**config.mk**
```make
export PLATFORM = sky130hd
export DESIGN_NAME = biset_reg_target
export DESIGN_NICKNAME = d
export VERILOG_FILES = /design/src/rtl/biset_reg_target_pkg.sv /design/src/rtl/biset_reg_target_cell.sv /design/src/rtl/biset_reg_target.sv
export SDC_FILE = /design/constraint.sdc
export NUM_CORES = 1
export LEC_CHECK = 0
export ABC_AREA = 1
export CORE_AREA = 2 2 233 235
export DETAILED_ROUTE_END_ITERATION = 6
export DIE_AREA = 0 0 235 237
export PLACE_DENSITY_LB_ADDON = 0.1
export SLEW_MARGIN = 10
export SYNTH_ARGS = -nofsm -noshare
export SYNTH_HDL_FRONTEND = slang
export SYNTH_SLANG_ARGS = --single-unit
```
**constraint.sdc**
```tcl
create_clock -name clk_i -period 2.2 [get_ports clk_i]
set_clock_uncertainty 0.2 [all_clocks]
set_input_delay 0.33 -clock clk_i [delete_from_list [all_inputs] [get_ports clk_i]]
set_output_delay 0.33 -clock clk_i [all_outputs]
set_load 0.03 [all_outputs]
```
**src/rtl/biset_reg_target_pkg.sv**
```systemverilog
// BiSet bus types shared by the driver and the register target:
// request control, write operand and reply.
package BiSet;

  localparam int BISET_CTRLLEN  = 11;
  localparam int BISET_DATALEN  = 32;
  localparam int BISET_REPLYLEN = 34;

  typedef enum logic [2:0] {
    OP_NOP   = 3'd0,
    OP_READ  = 3'd1,
    OP_WRITE = 3'd2,
    OP_SET   = 3'd3,
    OP_CLEAR = 3'd4
  } biSetOp;

  typedef logic [BISET_DATALEN-1:0] biSetData;

  // The op field can carry the illegal codes 5..7, so it must not be treated as closed.
  typedef struct packed {
    biSetOp     op;
    logic [7:0] addr;
  } biSetCtrl;

  typedef struct packed {
    logic                     ack;
    logic                     err;
    logic [BISET_DATALEN-1:0] rdata;
  } biSetReply;

endpackage

```
**src/rtl/biset_reg_target_cell.sv**
```systemverilog
// One control/status register: applies a bus WRITE/SET/CLEAR limited to the
// writable bits, then ORs in sticky hardware set bits.
module biset_reg_cell
  import BiSet::*;
#(
  parameter logic [31:0] RESET_VAL = '0,
  parameter logic [31:0] WMASK     = '1
) (
  input  logic        clk_i,
  input  logic        rst_i,
  input  logic        sel,
  input  biSetOp      op,
  input  logic [31:0] wdata,
  input  logic [31:0] hwset,
  output logic [31:0] value,
  output logic        wstrobe
);

  logic [31:0] value_reg;
  logic [31:0] bus_next;
  logic [31:0] wbits;
  logic        wstrobe_reg;

  assign wbits = wdata & WMASK;

  always_comb begin
    bus_next = value_reg;
    if (sel) begin
      case (op)
        OP_WRITE: bus_next = (value_reg & ~WMASK) | wbits;
        OP_SET:   bus_next = value_reg | wbits;
        OP_CLEAR: bus_next = value_reg & ~wbits;
        default:  bus_next = value_reg;
      endcase
    end
  end

  // Hardware set is applied after the bus op so a same-cycle CLEAR never loses an event.
  always_ff @(posedge clk_i) begin
    if (rst_i) begin
      value_reg   <= RESET_VAL;
      wstrobe_reg <= 1'b0;
    end else begin
      value_reg   <= bus_next | hwset;
      wstrobe_reg <= sel;
    end
  end

  assign value   = value_reg;
  assign wstrobe = wstrobe_reg;

endmodule

```
**src/rtl/biset_reg_target.sv**
```systemverilog
// BiSet bus target: decodes requests onto a bank of register cells and
// returns a registered reply one cycle after each request.
module biset_reg_target
  import BiSet::*;
#(
  parameter int                     NREGS     = 8,
  parameter logic [NREGS-1:0][31:0] RESET_VAL = '0,
  parameter logic [NREGS-1:0][31:0] WMASK     = '1
) (
  input  logic                     clk_i,
  input  logic                     rst_i,
  input  biSetCtrl                 ctrl_i,
  input  biSetData                 write_i,
  output biSetReply                reply_o,
  output logic [NREGS-1:0][31:0]   regs_o,
  output logic [NREGS-1:0]         wstrobe_o,
  input  logic [NREGS-1:0][31:0]   hwset_i
);

  biSetOp     op;
  logic [7:0] addr;
  logic       addr_ok;
  logic       is_req;
  logic       is_read;
  logic       is_mod;
  logic       is_err;
  logic [31:0] rdata_mux;
  logic [NREGS-1:0] sel;
  biSetReply  reply_reg;

  assign op      = ctrl_i.op;
  assign addr    = ctrl_i.addr;
  assign addr_ok = ({1'b0, addr} < 9'(NREGS));
  assign is_req  = (op != OP_NOP);
  assign is_read = (op == OP_READ) && addr_ok;
  assign is_mod  = ((op == OP_WRITE) || (op == OP_SET) || (op == OP_CLEAR)) && addr_ok;
  assign is_err  = is_req && !is_read && !is_mod;

  generate
    for (genvar gi = 0; gi < NREGS; gi++) begin : g_reg
      assign sel[gi] = is_mod && (addr == 8'(gi));

      biset_reg_cell #(
        .RESET_VAL(RESET_VAL[gi]),
        .WMASK    (WMASK[gi])
      ) u_cell (
        .clk_i  (clk_i),
        .rst_i  (rst_i),
        .sel    (sel[gi]),
        .op     (op),
        .wdata  (write_i),
        .hwset  (hwset_i[gi]),
        .value  (regs_o[gi]),
        .wstrobe(wstrobe_o[gi])
      );
    end
  endgenerate

  // Reads see the registered value, so same-cycle hardware sets are excluded.
  always_comb begin
    rdata_mux = '0;
    for (int i = 0; i < NREGS; i++) begin
      if (addr == 8'(i)) rdata_mux = regs_o[i];
    end
  end

  always_ff @(posedge clk_i) begin
    if (rst_i || !is_req) begin
      reply_reg <= '0;
    end else if (is_err) begin
      reply_reg <= '{ack: 1'b1, err: 1'b1, rdata: 32'h0};
    end else if (is_read) begin
      reply_reg <= '{ack: 1'b1, err: 1'b0, rdata: rdata_mux};
    end else begin
      reply_reg <= '{ack: 1'b1, err: 1'b0, rdata: 32'h0};
    end
  end

  assign reply_o = reply_reg;

endmodule

```
# Yosys cells after proc, flatten, opt, wreduce, memory -nomap -nowiden
# Index checks and enable logic that the tools add are counted.
# W data, S select, Z words.
[classes] n_addsub=0 n_mul=0 div=0 order_cmp=1 n_eq_ne=11 shift=0 n_mux=26 n_bitwise=26 n_reduce_logical=21
[ops] op="$pmux W32 S3" n=8
[ops] op="$mux W32" n=17
[ops] op="$or A32 B32 Y32" n=16
[ops] op="$and A32 B32 Y32" n=8
[ops] op="$mux W33" n=1
[ops] op="$eq A8 B3 Y1 const B" n=4
[ops] op="$not A32 Y32" n=1
[ops] op="$eq A8 B2 Y1 const B" n=2
[ops] op="$logic_and A1 B1 Y1" n=12
[ops] op="$eq A8 B1 Y1 const B" n=1
[ops] op="$logic_not A8 Y1" n=1
[ops] op="$lt A8 B4 Y1 const B" n=1
[ops] op="$eq A3 B2 Y1 const B" n=2
[ops] op="$eq A3 B1 Y1 const B" n=1
[ops] op="$eq A3 B3 Y1 const B" n=1
[ops] op="$logic_not A1 Y1" n=3
[ops] op="$logic_or A1 B1 Y1" n=3
[ops] op="$reduce_bool A3 Y1" n=1
[ops] op="$reduce_or A3 Y1" n=1
[ops] op="$not A1 Y1" n=1
[word_totals] regBits=298 latch_bits=0 mem_bits_rw=0 romBits=0 in_bits=301 output_inout_bits=298 elab_cells=104 mem_count=0

# Depth between registers and ports, before layout
# Gate-level depths: netlist of run 1.
[depth] word_depth=11 mapped_depth=14 depth_no_buf=12

# Hierarchy
# A second synthesis of run 1 with hierarchy kept.
[unflattened] cells_unflattened=4688 hier_area_um2=24078.1
[by_module_without_submodules] mod="biset_reg_cell" n_inst=8 cells_per_inst=515 area_each_um2=2617.5 seq_area_each_um2=660.6
[by_module_without_submodules] mod="biset_reg_target" n_inst=1 cells_per_inst=568 area_each_um2=3138.0 seq_area_each_um2=680.7

# Least setup slack after synthesis of run 1
# OpenSTA, ideal clock, no wires.
[synth_path] path_type="input to register" startpoint="in ctrl_i[5] in the netlist's numbering" endpoint="reg g_reg[2].u_cell.value_reg[18]" setup_time_ns=0.115 t_arrival_ns=1.547 required_time_ns=1.885 path_slack_ns=0.337 path_stages=11 n_path_buf=1 cell_sequence="nor2_1 -> nand2_2 -> nor2_2 -> nand2_4 -> nor2_2 -> inv_2 -> buf_2 -> nand2_1 -> nand2_1 -> o21ai_0 -> inv_1"
[synth_between] elab_chain_len=5 elab_cells_between_ends=6 classes_between="1 x order compare; 1 x eq/ne; 1 x mux; 1 x bitwise; 2 x reduce/logical"
[synth_rtl] item="start: declaration" line="biset_reg_target.sv:12" text="input biSetCtrl ctrl_i,"
[synth_rtl] item="$lt A8 B4 Y1" line="biset_reg_target.sv:33" text="assign addr_ok = ({1'b0, addr} < 9'(NREGS));"
[synth_rtl] item="$logic_and A1 B1 Y1" line="biset_reg_target.sv:36" text="assign is_mod = ((op == OP_WRITE) || (op == OP_SET) || (op == OP_CLEAR)) && addr_ok;"
[synth_rtl] item="$logic_and A1 B1 Y1 (*)" line="biset_reg_target.sv:41" text="assign sel[gi] = is_mod && (addr == 8'(gi));"
[synth_rtl] item="$mux W32 (*)" line="biset_reg_target_cell.sv:28" text="if (sel) begin"
[synth_rtl] item="$or A32 B32 Y32 (*)" line="biset_reg_target_cell.sv:44" text="value_reg <= bus_next | hwset;"
[synth_rtl] item="end signal: assignment" line="biset_reg_target_cell.sv:44"
[synth_rtl] item="end: declaration" line="biset_reg_target_cell.sv:19" text="logic [31:0] value_reg;"
# Mark *: on every way between the ends. The rest lies on a longest branch, timed or not.
# A chain may end at the register's enable or synchronous reset.

# Worst setup path after layout of run 1
[layout_path] startpoint="reg g_reg[0].u_cell.value_reg[13]" endpoint="out regs_o[13] in the netlist's numbering"
[layout_lines] item="start: declaration" line="biset_reg_target_cell.sv:19"
[layout_lines] item="start signal: assignment" line="biset_reg_target_cell.sv:44"
[layout_lines] item="end: declaration" line="biset_reg_target.sv:15" text="output logic [NREGS-1:0][31:0] regs_o,"
# No word-level cell between the ends.

==> results of run 1 <==
[cell usage in the layout, fill, tap and decap left out, drive strengths merged, types with 37 or more instances in the layout]
master	instances
clkdlybuf4s50	368
dlymetal6s2s	37
dlygate4sd2	191
nand3	104
a21oi	159
inv	323
o211ai	103
dfxtp	298
nand2	570
o21ai	184
nor2	305
clkbuf	56
nand3b	85
buf	208
[cell type report]
type	instances	area, um2
flip-flops and latches	298	5970
inverters	323	1220
diodes	8	20.0
clock buffers	56	1150
repair buffers	805	7950
well taps	696	871
fillers	5465	28200
clock inverters	9	70.1
multi-input cells	1611	7790
[kinds of logic after synthesis]
kind of cell           Yosys count
buffers and inverters          492
AO/OA/AOI/OAI                  508
flip-flops                     298
AND/OR/NAND/NOR               1103
[power by group]
part           leakage (nW)  switching [mW]  internal (mW)
Combinational          9.87            1.78           1.33
Sequential             2.49           0.384           5.74
Clock                 0.610            2.56           3.73
[routing by layer]
metal,routed length [um],global-route usage (%),vias to the layer above
li1,-,-,9151
met1,35000,36.8,9055
met2,39700,49.2,964
met3,7620,7.57,187
met4,2990,11.0,14
met5,89,0,-
[what timing repair did]
action,CTS,global route
endpoints found under the setup margin,191,37
resized for setup,191,37
hold buffers,1,0
endpoints found under the hold margin,11,0
[final timing paths]
kind,endpoint,slack (ns)
setup / recovery,regs_o[13],0.02
hold / removal,reply_o[33]$_SDFF_PP0_,0.07
setup reg to reg,reply_o[28]$_SDFF_PP0_,0.84
hold reg to reg,g_reg[0].u_cell.value[14]$_SDFF_PP0_,0.37
[metrics by stage]
stage	instance area, um2	TNS [ns]	hold WS [ns]
finish	25000	0	0.0733
CTS	24900	0	0.0442
global route	25000	0	0.0920
global placement	23900	-65.67	0.349
floorplan	15700	0	0.241
detailed placement	23900	-75.34	0.358
==> metrics.txt, run 1 <==
# Post-CTS Setup Buffers=0; Synth area leaders=dfxtp_1 38%, nand2_1 14%, inv_1 7.5%; CP Depth=1; Placement Setup Slack=-0.360 ns; Area growth, synth to finish=59.8%; share of cells above drive strength 1=roughly 9.7%; R2R depth=6; CP Class=flip-flop to output port; core area=around 53000 um2; leak pwr=13.0 nW; max incr delay on CP=0.70 ns; most frequent cell after synthesis=nand2_1; Synth Flop Type=dfxtp_1; Tcrit/Tclk final=99.1%; Slew @ Worst Pin=between 0.5 and 0.6 ns; initial core utilization=29.4%; # rows=between 80 and 90; CP cell instances=clkdlybuf4s50_1; CP Data Arrival Time=1.65 ns; vias in the first global route=18900; Period minus WS final=2.18 ns; 1st-pass router iterations=5; layout net count=3379; reg2reg start=g_reg[1].u_cell.value[28]$_SDFF_PP0_; CTS tree=done; CP startpoint=g_reg[0].u_cell.value[13]$_SDFF_PP0_; Core Util, Final=a little under half; EDFF count, synth=0; Avg Cell Area, Syn=6.53 um2; H-tree levels=2; run status=finished, final reports clean; total of warnings raised by yosys=0; initial antenna violation count=15; drt first-iter violations=1422; CP top delay family=buffers and inverters; crit path buf inv count=1; CP required=1.67 ns; die area=between 50000 and 60000 um2; worst hold stages=4; gpl congestion=between 0.8 and 0.9; Max IR drop VDD=0.399 mV; Post-DRT Antenna Nets=0; Die W=235 um; commonest cells in the netlist=566 x nand2_1, 315 x inv_1, 298 x dfxtp_1; main combinational cell family by area after synthesis=simple AND/OR/NAND/NOR gates; CP max FO=3; Vias=19400; setup ws final=roughly 0.020 ns; WL final=85400 um; clock buffer depth=3; GRT Total Usage=29.6%; Slew headroom=64.5%; Power Dens Cells=620 nW/um2; FMAX=459 MHz; Synth Area in Compound Gates=18.9%; CTS Root Cell=clkbuf_16; syn nets=2702; WL per Instance=22.4 um; Final Hold Vio Count=0; Port Buf Inserts=598; TritonCTS buffer count=39; vias per cell=5.09; Sink Count=298; Ports=around 600; final setup fails=0; unrepaired setup endpoints after global routing=no; share of Yosys cell area claimed by the top area cell type=38.1%; element type at the critical path start=flip-flop; CP Capture Type=output port; flops & latches, synth=298; Final Max Tran Viols=0; post-synthesis xor/xnor area fraction=0%; largest net degree at the start of global routing=73; area of the mapped netlist=about 16000 um2; global-route wire length before repair=124000 um; clk slew on worst S/H paths=0.06 ns; Hold Startpoint=ctrl_i[8]; overall power=15.5 mW; multiplexer share of the synthesized area=0%; Synth Area in Simple Gates=30.5%; Async SR Flop Fraction=0%; CP max-delay cell=clkdlybuf4s50_1; DRC=0; Clock Latency Late Sink=0.56 ns; Non-Filler Instances=about 3800; dpl hpwl=62400 um; placed insts=around 3700; Hold WC Path Type=primary input to flip-flop; Max-Cap Viols=0; Distinct cells, synth=30; post-synthesis sequential area ratio=38.1%; adder-cell area share of the yosys netlist=0%; Synth area leader=dfxtp_1; gr ovfl total=0; Mapped Cells=~2400; max reg flops=roughly 260; Die Height=about 240 um
Power figures use the tool's default switching activity.
==> run 2, diff against run 1 <==
Settings changed: CTS_CLUSTER_DIAMETER set to 200.
==> results of run 2 <==
No change in the layout: final DEF, timing and power equal those of run 1.
==> run 3, diff against run 2 <==
Settings changed: ABC_CLOCK_PERIOD_IN_PS set to 2350.
Clock period 2.2 ns to 2.35 ns, I/O delays scaled along.
==> metrics.txt, run 3 (same netlist as run 1, synthesis figures left out) <==
setup ws final=about 0.037 ns; Placement Setup Slack=-0.264 ns; Port Buf Inserts=598; footprint of the multi-input gates=7790 um2; Psw=about 4.4 mW; clock buffer depth=3; initial antenna violation count=14; Seq pwr share=39.3%; Max-Cap Viols=0; CTS tree=done; final setup fails=0; H-tree levels=2; Tcrit/Tclk final=98.4%; CP max-delay cell=clkdlybuf4s50_1; CP Class=flip-flop to output port; leak pwr=approximately 12 nW; Die Height=237 um; run status=finished, final reports clean; clock power share=39.9%; clk slew on worst S/H paths=0.06 ns; share of cells above drive strength 1=around a tenth; commonest non-fill, non-tap cell in the layout=clkdlybuf4s50_1; element type at the critical path start=flip-flop; 1st-pass router iterations=6; Clock Latency Late Sink=0.57 ns; switching share of power=~30%; WL final=roughly 85000 um; CTS Root Cell=clkbuf_16; Slew headroom=34.3%; Area growth, synth to finish=60.3%; Slew @ Worst Pin=0.985 ns; DRC=0; P_int=10.2 mW; CP Data Arrival Time=1.76 ns; Period minus WS final=around 2.3 ns; Post-DRT Antenna Nets=0; vias in the first global route=roughly 18000; max reg flops=256; global-route wire length before repair=123000 um; placed insts=3726; FMAX=roughly 430 MHz; CP top delay family=buffers and inverters; Comb power frac=between 20% and 30%; die area=55700 um2; most frequent cells in the layout=591 x clkdlybuf4s50_1, 563 x nand2_1, 311 x inv_1; WL per Instance=22.4 um; Final Max Tran Viols=0; core area=53300 um2; Sink Count=298; crit path buf inv count=1; FF/Latch Area=approximately 6000 um2; CP max FO=4; cell area after layout=25100 um2; max incr delay on CP=0.81 ns; Hold WC Path Type=primary input to flip-flop; # rows=85; layout net count=3372; Final Hold Vio Count=0; CP Capture Type=output port; Hold Buf Count CTS=0; dpl hpwl=about 62000 um; Cell Area, Placed=23900 um2; Vias=19300; # Post-CTS Setup Buffers=0; unrepaired setup endpoints after global routing=no; CP required=1.80 ns; Non-Filler Instances=3805; Die W=235 um; drt first-iter violations=1380; Filler cells=about 5300; Ports=599; initial core utilization=29.4%; TritonCTS buffer count=39; largest net degree at the start of global routing=62; CP cell instances=clkdlybuf4s50_1; GRT Total Usage=29.3%; Power Dens Cells=583 nW/um2; Max IR drop VDD=0.406 mV; gpl congestion=0.899; vias per cell=between 5 and 6; gr ovfl total=0
## run 3: worst paths after layout
check                                                           from                                   end  slack, ns  cells past startpoint
worst max register to register  g_reg[0].u_cell.value[28]$_SDFF_PP0_                reply_o[28]$_SDFF_PP0_       0.99                      6
worst min register to register  g_reg[0].u_cell.value[14]$_SDFF_PP0_  g_reg[0].u_cell.value[14]$_SDFF_PP0_       0.37                      2
worst max-delay path            g_reg[2].u_cell.value[22]$_SDFF_PP0_                            regs_o[86]       0.04                      1
worst min-delay path                                           rst_i  g_reg[6].u_cell.value[14]$_SDFF_PP0_       0.06                      4
## run 3: stage by stage
stage          hold WS [ns]  util, %  total power, mW  TNS [ns]
2_1_floorplan         0.264        -             7.12         0
6_report             0.0612     47.1             14.6         0
3_3_place_gp          0.347     44.8             8.87    -32.62
4_1_cts              0.0448     47.1             14.7         0
5_1_grt              0.0796     47.1             15.1         0
3_5_place_dp          0.359     44.8             8.89    -38.20
## run 3: layer usage
metal | global-route usage (%) | vias up | part of all wire, %
li1 | - | 9137 | -
met1 | 36.7 | 9094 | 42
met2 | 49.3 | 878 | 47
met3 | 6.69 | 148 | 8.1
met4 | 10.5 | 6 | 3.1
met5 | 0 | - | 0.063
## run 3: layout make-up
class / count / area share [%]
clock inverter: 7 / 0.149
tap: 696 / 3.47
inverter: 323 / 4.86
antenna: 11 / 0.110
clock buffer: 61 / 4.70
timing repair buffer: 798 / 31.9
sequential: 298 / 23.8
multi-input combinational: 1611 / 31.0
## run 3: what timing repair did
item	CTS	global route
pin swaps	0	0
setup endpoints to repair	2	3
gates resized for setup	2	3
## run 3: power by group through the flow
| stage | logic [mW] | registers [mW] | clock network (mW) |
|---|---|---|---|
| 3_3_place_gp | 3.03 | 5.84 | 0 |
| 2_1_floorplan | 0.761 | 6.36 | 0 |
| 5_1_grt | 3.24 | 5.79 | 6.09 |
| 4_1_cts | 3.06 | 5.74 | 5.93 |
| 3_5_place_dp | 3.04 | 5.84 | 0 |
| 6_report | 3.05 | 5.75 | 5.84 |
